$ cat config.mk
export PLATFORM = sky130hd
export DESIGN_NAME = pin_verif_ctrl
export DESIGN_NICKNAME = d
export VERILOG_FILES = /design/src/rtl/pin_verif_ctrl.sv
export SDC_FILE = /design/constraint.sdc
export NUM_CORES = 1
export LEC_CHECK = 0
export BUFFER_PORTS_ARGS = -buffer_cell sky130_fd_sc_hd__buf_2
export CAP_MARGIN = 20
export CORE_ASPECT_RATIO = 1.5
export CORE_MARGIN = 8
export CORE_UTILIZATION = 45
export CTS_CLUSTER_DIAMETER = 30
export CTS_CLUSTER_SIZE = 14
export DETAILED_ROUTE_END_ITERATION = 16
export PLACE_DENSITY = 0.82
export SLEW_MARGIN = 5
export SYNTH_ARGS = -nofsm -noshare
export SYNTH_HDL_FRONTEND = slang
export SYNTH_SLANG_ARGS = --single-unit
export TNS_END_PERCENT = 30
$ cat constraint.sdc
create_clock -name clk -period 2 [get_ports clk]
set_clock_uncertainty 0.1 [all_clocks]
set_input_delay 0.2 -clock clk [delete_from_list [all_inputs] [get_ports clk]]
set_output_delay 0.2 -clock clk [all_outputs]
set_load 0.1 [all_outputs]
$ cat src/rtl/pin_verif_ctrl.sv
// pin_verif_ctrl: PIN entry and verification sequencer for the Multibanco machine.
//
// Collects BCD keypad digits into pin_word_o (the first digit lands in the MS nibble),
// asks the external PIN comparator for a verdict with a one-cycle cmp_req_o pulse,
// samples cmp_match_i one cycle later, and then grants access, allows a retry, or
// retains the card once all attempts are used up.
//
// Optional build macro: TIMEOUT_EN. When it is defined, ENTRY gives up after
// TIMEOUT_CYC idle cycles with no key strobe. When it is undefined, ENTRY waits
// indefinitely.
//
// Ports:
//   clk           system clock, rising edge
//   rst           synchronous active-high reset
//   card_in_i     level, card present in reader
//   key_valid_i   one-cycle strobe, key_digit_i valid
//   key_digit_i   BCD digit 0-9 (10-15 ignored)
//   key_ok_i      one-cycle strobe, confirm key
//   key_clr_i     one-cycle strobe, clear key
//   pin_word_o    assembled PIN for the comparator
//   cmp_req_o     one-cycle pulse, compare now
//   cmp_match_i   comparator result, valid the cycle after cmp_req_o
//   digit_cnt_o   digits entered so far
//   tries_left_o  remaining attempts
//   access_ok_o   level, PIN accepted, held until the card is removed
//   bad_pin_o     one-cycle pulse per failed compare
//   locked_o      level, card retained, cleared only by rst
module pin_verif_ctrl #(
  parameter int unsigned N_DIGITS    = 4,
  parameter int unsigned MAX_TRIES   = 3
`ifdef TIMEOUT_EN
  ,
  parameter int unsigned TIMEOUT_CYC = 1000
`endif
) (
  input  logic                              clk,
  input  logic                              rst,
  input  logic                              card_in_i,
  input  logic                              key_valid_i,
  input  logic [3:0]                        key_digit_i,
  input  logic                              key_ok_i,
  input  logic                              key_clr_i,
  output logic [4*N_DIGITS-1:0]             pin_word_o,
  output logic                              cmp_req_o,
  input  logic                              cmp_match_i,
  output logic [$clog2(N_DIGITS+1)-1:0]     digit_cnt_o,
  output logic [$clog2(MAX_TRIES+1)-1:0]    tries_left_o,
  output logic                              access_ok_o,
  output logic                              bad_pin_o,
  output logic                              locked_o
);

  localparam int unsigned PW = 4 * N_DIGITS;
  localparam int unsigned DW = $clog2(N_DIGITS + 1);
  localparam int unsigned TW = $clog2(MAX_TRIES + 1);

  localparam logic [DW-1:0] FullCnt  = DW'(N_DIGITS);
  localparam logic [TW-1:0] MaxTries = TW'(MAX_TRIES);

  typedef enum logic [2:0] {
    StIdle,
    StEntry,
    StReq,
    StCheck,
    StGranted,
    StLocked
  } state_e;

  state_e          state_q, state_d;
  logic [PW-1:0]   pin_word_q, pin_word_d;
  logic [DW-1:0]   digit_cnt_q, digit_cnt_d;
  logic [TW-1:0]   tries_left_q, tries_left_d;
  logic            bad_pin_q, bad_pin_d;

  logic            pin_full;
  logic            digit_ok;
  logic            any_strobe;
  logic            tmo_hit;

  assign pin_full   = (digit_cnt_q == FullCnt);
  assign digit_ok   = (key_digit_i <= 4'd9);
  assign any_strobe = key_valid_i | key_ok_i | key_clr_i;

`ifdef TIMEOUT_EN
  localparam int unsigned TmoW = (TIMEOUT_CYC > 2) ? $clog2(TIMEOUT_CYC) : 1;
  localparam logic [TmoW-1:0] TmoLast = TmoW'(TIMEOUT_CYC - 1);

  logic [TmoW-1:0] tmo_q, tmo_d;

  // A strobe of any kind counts as activity, so it both restarts the count
  // and pre-empts a timeout in the same cycle.
  assign tmo_hit = (state_q == StEntry) && (tmo_q == TmoLast) && !any_strobe;

  always_comb begin
    tmo_d = '0;
    if (state_q == StEntry && state_d == StEntry && !any_strobe) begin
      tmo_d = tmo_q + 1'b1;
    end
  end

  always_ff @(posedge clk) begin
    if (rst) begin
      tmo_q <= '0;
    end else begin
      tmo_q <= tmo_d;
    end
  end
`else
  assign tmo_hit = 1'b0;
`endif

  // State register.
  always_ff @(posedge clk) begin
    if (rst) begin
      state_q <= StIdle;
    end else begin
      state_q <= state_d;
    end
  end

  // Next-state logic. Card removal outranks every key; key_clr > key_ok > key_valid.
  always_comb begin
    state_d = state_q;
    unique case (state_q)
      StIdle: begin
        if (card_in_i) state_d = StEntry;
      end
      StEntry: begin
        if (!card_in_i) begin
          state_d = StIdle;
        end else if (key_clr_i) begin
          state_d = StEntry;
        end else if (key_ok_i) begin
          if (pin_full) state_d = StReq;
        end else if (tmo_hit) begin
          state_d = StIdle;
        end
      end
      StReq: begin
        state_d = card_in_i ? StCheck : StIdle;
      end
      StCheck: begin
        if (!card_in_i) begin
          state_d = StIdle;
        end else if (cmp_match_i) begin
          state_d = StGranted;
        end else if (tries_left_q <= TW'(1)) begin
          state_d = StLocked;
        end else begin
          state_d = StEntry;
        end
      end
      StGranted: begin
        if (!card_in_i) state_d = StIdle;
      end
      StLocked: begin
        state_d = StLocked;
      end
      default: state_d = StIdle;
    endcase
  end

  // Datapath next-state: PIN word, digit count, attempt counter, bad_pin pulse.
  always_comb begin
    pin_word_d   = pin_word_q;
    digit_cnt_d  = digit_cnt_q;
    tries_left_d = tries_left_q;
    bad_pin_d    = 1'b0;
    unique case (state_q)
      StIdle: begin
        pin_word_d  = '0;
        digit_cnt_d = '0;
        if (card_in_i) tries_left_d = MaxTries;
      end
      StEntry: begin
        if (!card_in_i || key_clr_i) begin
          pin_word_d  = '0;
          digit_cnt_d = '0;
        end else if (key_ok_i) begin
          // Confirm never edits the PIN; it only moves the FSM when full.
          pin_word_d = pin_word_q;
        end else if (key_valid_i) begin
          if (digit_ok && !pin_full) begin
            pin_word_d  = {pin_word_q[PW-5:0], key_digit_i};
            digit_cnt_d = digit_cnt_q + 1'b1;
          end
        end else if (tmo_hit) begin
          pin_word_d  = '0;
          digit_cnt_d = '0;
        end
      end
      StCheck: begin
        if (!card_in_i) begin
          pin_word_d  = '0;
          digit_cnt_d = '0;
        end else if (!cmp_match_i) begin
          bad_pin_d    = 1'b1;
          pin_word_d   = '0;
          digit_cnt_d  = '0;
          tries_left_d = (tries_left_q != '0) ? tries_left_q - 1'b1 : '0;
        end
      end
      StGranted: begin
        if (!card_in_i) begin
          pin_word_d  = '0;
          digit_cnt_d = '0;
        end
      end
      default: begin
        // StReq and StLocked hold the datapath frozen.
      end
    endcase
  end

  always_ff @(posedge clk) begin
    if (rst) begin
      pin_word_q   <= '0;
      digit_cnt_q  <= '0;
      tries_left_q <= MaxTries;
      bad_pin_q    <= 1'b0;
    end else begin
      pin_word_q   <= pin_word_d;
      digit_cnt_q  <= digit_cnt_d;
      tries_left_q <= tries_left_d;
      bad_pin_q    <= bad_pin_d;
    end
  end

  // Output logic.
  always_comb begin
    cmp_req_o    = (state_q == StReq);
    access_ok_o  = (state_q == StGranted);
    locked_o     = (state_q == StLocked);
    bad_pin_o    = bad_pin_q;
    pin_word_o   = pin_word_q;
    digit_cnt_o  = digit_cnt_q;
    tries_left_o = tries_left_q;
  end

endmodule

==> flow_summary.ini, run 1 <==
[setup_path]
arrival_ns = 1.96
critPathMaxStageDelay_ns = 0.40
start_kind = register
path_class = reg2reg
cp-end-kind = register
cp.required_ns = 2.10
slowest_stage = or4_1
ff2ff_path_depth = 6
crit_fanout = 4
crit_chain = inv_2 -> ha_1 -> and2_4 -> o311a_1 -> or4_1 -> a21oi_1

[detailed_routing]
drt_iter0_drc = 68
dr.pass1.iters = 4
routed-via-count = 1222
viasPerCell = 5.82
drt-wirelength-per-cell_um = 15.8
drc = 0
final_antenna_net_count = 0
drt_wl_total_um = 3330

[placement]
dpl.hpwl_um = 2430
io_buffers = 35
gp_congestion = 0.815
dp.cells = 206

[floorplan]
die_h_um = 80.5
fp.coreArea_mm2 = 0.00265
start_util = 0.471
io_pins = 36
row_count = 23
die_w_um = 59.0
die-area_mm2 = 0.00474

[clocking]
cts_buffer_depth = 2
cts.repair.resized = 0
clk_pin_slew_ns = 0.09
clock-sinks = 25
cts-root-buf = clkbuf_8
clk_latency_ns = 0.27
cts_setup_buffers = 0
cts_tree = done
htree_levels = 1
cts-buffers-inserted = 3
cts_hold_buf = 0

[global_route]
met2_usage = 0.241
grt_max_degree = 24
top_usage_layer = met2
grtUsageTotal = 0.144
grt_first_pass_wirelength_um = 5460
antenna_found_initial = 0
met3_usage = 0.0463
use_met1 = 0.160
grt_pass1_vias = 1205
grt-ovfl-total = 0

[flow_run]
drv_cap = 0

[synth]
ys_warn_count = 0
synth_top_area_share = 0.402
synth.most_common_cell = dfxtp_1
synth_area_leader_cell = dfxtp_1
synth-seq-cells = 25
ys_seq_area_frac = 0.402
postSynthAreaPerCell_um2 = 8.84
syn_inst = 141
synthTopCellsByArea = dfxtp_1 (40%), a21oi_1 (8.8%), nand4_1 (8.5%), o21ai_0 (6.4%), buf_6 (3.6%)
ys_types = 37
synthTopCellsByCount = dfxtp_1 (25), a21oi_1 (22), nand4_1 (17)
syn-num-nets = 154
synth-async-reset-ratio = 0
ys.flop_type = dfxtp_1
synth_edf_count = 0
synth_area_mm2 = 0.00125

[power]
p_leak_nw = 0.602
p_per_area_mw_per_mm2 = 622
irDropWorstVdd_v = 0.000363

[layout]
diodes = 0
fin_cells = 210
fin_nets = 187
syn2layout_area_growth_pct = 19.0
drive_gt1_frac = 0.329
fill_cells = 257

[sta]
tightestPinTransition_ns = 0.497
whs_ns = 0.0771
max-slew-margin-rel = 0.671
tns_ns = 0
slew_violations = 0
fmax_ghz = 0.540
hold_viol = 0
rsz0062_at_grt = no
setup_violations = 0
final.min_clock_period_ns = 1.85
period_share = 0.926

[hold_path]
hold_depth = 3
min_path_type = in2reg

[outcome]
status = finished, final reports clean
## cell usage in the layout (no fill, tap or decap), types with 2 or more instances in the layout
cell and instances:
buf_2 35, a21oi_1 22, dfxtp_1 22, nand4_1 17, o21ai_0 16, nand2_1 5, buf_4 5, nor2_1 4
nand2b_1 4, o21ai_1 4, clkbuf_8 3, inv_1 2, inv_2 2, o21a_1 2, nand3_1 2, ha_1 2
dfxtp_4 2
## metal layers
| metal | part of all wire | up-vias |
|---|---|---|
| met3 | 0.082 | 4 |
| li1 | - | 584 |
| met4 | 0.012 | 0 |
| met1 | 0.40 | 589 |
| met5 | 0 | - |
| met2 | 0.51 | 45 |
## worst paths after layout
kind                       start             end  slack, ns
setup / recovery  digit_cnt_o[0]  digit_cnt_o[2]       0.15
hold / removal    key_digit_i[0]   pin_word_o[0]       0.08
setup reg to reg  digit_cnt_o[0]  digit_cnt_o[2]       0.15
hold reg to reg   pin_word_o[13]  pin_word_o[13]       0.39
## layout make-up
type / count / area, µm² / area share
multi-input combinational: 100 / 652 / 0.440
clock inverter: 1 / 6.26 / 0.00422
inverter: 4 / 15.0 / 0.0101
timing repair buffer: 40 / 213 / 0.143
clock buffer: 3 / 41.3 / 0.0278
sequential: 25 / 509 / 0.343
tap: 37 / 46.3 / 0.0312
## per-stage QoR
stage | cell area (µm²) | setup WS, ns | power, mW | utilization
global placement | 1440 | 0.240 | 0.620 | 0.542
CTS | 1480 | 0.145 | 0.929 | 0.560
global route | 1480 | 0.0334 | 0.965 | 0.560
detailed placement | 1440 | 0.150 | 0.624 | 0.542
floorplan | 1260 | 0.00203 | 0.599 | -
finish | 1480 | 0.148 | 0.922 | 0.560
## report_power, final
group / switching (mW) / total [mW] / internal [mW]
Sequential: 0.00879 / 0.508 / 0.499
Combinational: 0.0719 / 0.105 / 0.0331
Clock: 0.166 / 0.309 / 0.142
## worst max-delay path: cells and delay by family, from the launching register on
family                   cells  cell delay, ns
buffers and inverters        1            0.04
adder cells (fa/ha/maj)      1            0.18
AO/OA/AOI/OAI                2            0.52
AND/OR/NAND/NOR              2            0.57
flip-flops                   1            0.37
## state kept, by name (all words and copies together), names as in the netlist
name and flops:
pin_word_o 16, bad_pin_o 1, tries_left_o 2, state_q 3, digit_cnt_o 3
## kinds of logic after synthesis
kind of cell	after synthesis	share of synthesized area
adder cells (fa/ha/maj)	2	0.0201
AND/OR/NAND/NOR	43	0.224
AO/OA/AOI/OAI	55	0.275
buffers and inverters	16	0.0793
flip-flops	25	0.402
No activity file was read; power rests on OpenSTA's default activity.
==> inputs of run 2 (changes only) <==
Settings changed: CELL_PAD_IN_SITES_DETAIL_PLACEMENT from default to 1, CELL_PAD_IN_SITES_GLOBAL_PLACEMENT from default to 2, CORE_UTILIZATION 45 to 29, PLACE_DENSITY 0.82 to 0.88.
==> flow_summary.ini, run 2 (synthesis gave the netlist of run 1 again) <==
[setup_path]
cp.required_ns = 2.10
r2r-start = digit_cnt_o[0]
start_kind = register
r2r_slack_ns = 0.13
ff2ff_path_depth = 6
arrival_ns = 1.97
reg2reg_to = digit_cnt_o[2]
path_class = reg2reg
crit_fanout = 4
cp-end-kind = register

[floorplan]
row_count = 29
die_h_um = 96.3
start_util = 0.299
io_pins = 36
die-area_mm2 = 0.00669
fp.coreArea_mm2 = 0.00417
die_w_um = 69.5

[clocking]
clk_latency_ns = 0.26
cts-root-buf = clkbuf_8
cts_setup_buffers = 0
cts-buffers-inserted = 3
cts_tree = done
cts_hold_buf = 0
cts.repair.resized = 0
clk_pin_slew_ns = 0.09
clock-sinks = 25
cts_buffer_depth = 2
htree_levels = 1

[hold_path]
min_to = pin_word_o[0]
hold_depth = 3
min_from = key_digit_i[0]
min_path_type = in2reg

[layout]
diodes = 0
final_common_cell = buf_2
syn2layout_area_growth_pct = 20.3
final_cell_mix = buf_2 (35), a21oi_1 (22), dfxtp_1 (22)
fin_util = 0.359
drive_gt1_frac = 0.328
largest_reg_flops = 16
fin_nets = 188

[global_route]
grt-ovfl-total = 0
antenna_found_initial = 0
grtUsageTotal = 0.115
grt_max_degree = 24
grt_pass1_vias = 1339
grt_first_pass_wirelength_um = 6560

[power]
p_per_area_mw_per_mm2 = 608
p_leak_nw = 0.604
irDropWorstVdd_v = 0.000240
power_mw = 0.912

[sta]
rsz0062_at_grt = no
fmax_ghz = 0.535
hold_viol = 0
whs_ns = 0.106
tightestPinTransition_ns = 0.504
setup_violations = 0
period_share = 0.935
tns_ns = 0
slew_violations = 0
final.min_clock_period_ns = 1.87
max-slew-margin-rel = 0.666

[detailed_routing]
final_antenna_net_count = 0
dr.pass1.iters = 4
drc = 0
routed-via-count = 1217
drt_iter0_drc = 25
drt_wl_total_um = 3810
drt-wirelength-per-cell_um = 17.3
viasPerCell = 5.53

[placement]
io_buffers = 35
gp_congestion = 0.761
dpl.hpwl_um = 2850

[flow_run]
drv_cap = 0

[outcome]
status = finished, final reports clean
## run 2: cell count changes in the layout (fill, tap and decap cells not counted), sizes merged
cell and delta:
buf +1, clkbuf +1, inv -1
## run 2: worst max path at each step
stage,depth (start not counted),from,to,slack (ns)
final,6,digit_cnt_o[0],digit_cnt_o[2],0.13
after global routing,7,digit_cnt_o[0],pin_word_o[10],0.02
after CTS,6,digit_cnt_o[0],digit_cnt_o[2],0.11
after detailed placement,6,digit_cnt_o[0],digit_cnt_o[2],0.13
after global placement,6,digit_cnt_o[0],digit_cnt_o[2],0.22
after floorplan,8,digit_cnt_o[0],pin_word_o[7],0.002
## run 2: where the power goes
part           total (mW)  leakage [nW]  switching (mW)  internal, mW
sequential          0.509         0.204         0.00949         0.499
combinational       0.109         0.377          0.0748        0.0340
clock               0.294        0.0228           0.152         0.142
## run 2: layout make-up
type	count	area, µm²
flip-flops and latches	25	509
inverters	4	15.0
fillers	514	2670
clock buffers	4	45.0
well taps	46	57.6
multi-input cells	100	652
repair buffers	41	220
## run 2: through the flow
| stage | instances | cell area, µm² | setup slack (ns) |
|---|---|---|---|
| 3_3_place_gp | 216 | 1450 | 0.221 |
| 3_5_place_dp | 216 | 1450 | 0.134 |
| 4_1_cts | 220 | 1500 | 0.111 |
| 5_1_grt | 220 | 1500 | 0.0187 |
| 6_report | 220 | 1500 | 0.130 |
| 2_1_floorplan | 141 | 1260 | 0.00203 |
## run 2: worst max-delay path, stage by stage, from the launching register on
cell and delay (ns):
dfxtp_4 0.37, inv_2 0.04, ha_1 0.19, and2_4 0.17, o311a_1 0.38, or4_1 0.40, a21oi_1 0.15
## run 2: metal layers
metal	wire, µm	track usage	vias up
met5	0	0	-
met4	14	0.0257	0
met3	207	0.0299	2
met2	2000	0.207	27
met1	1590	0.133	598
li1	-	-	590
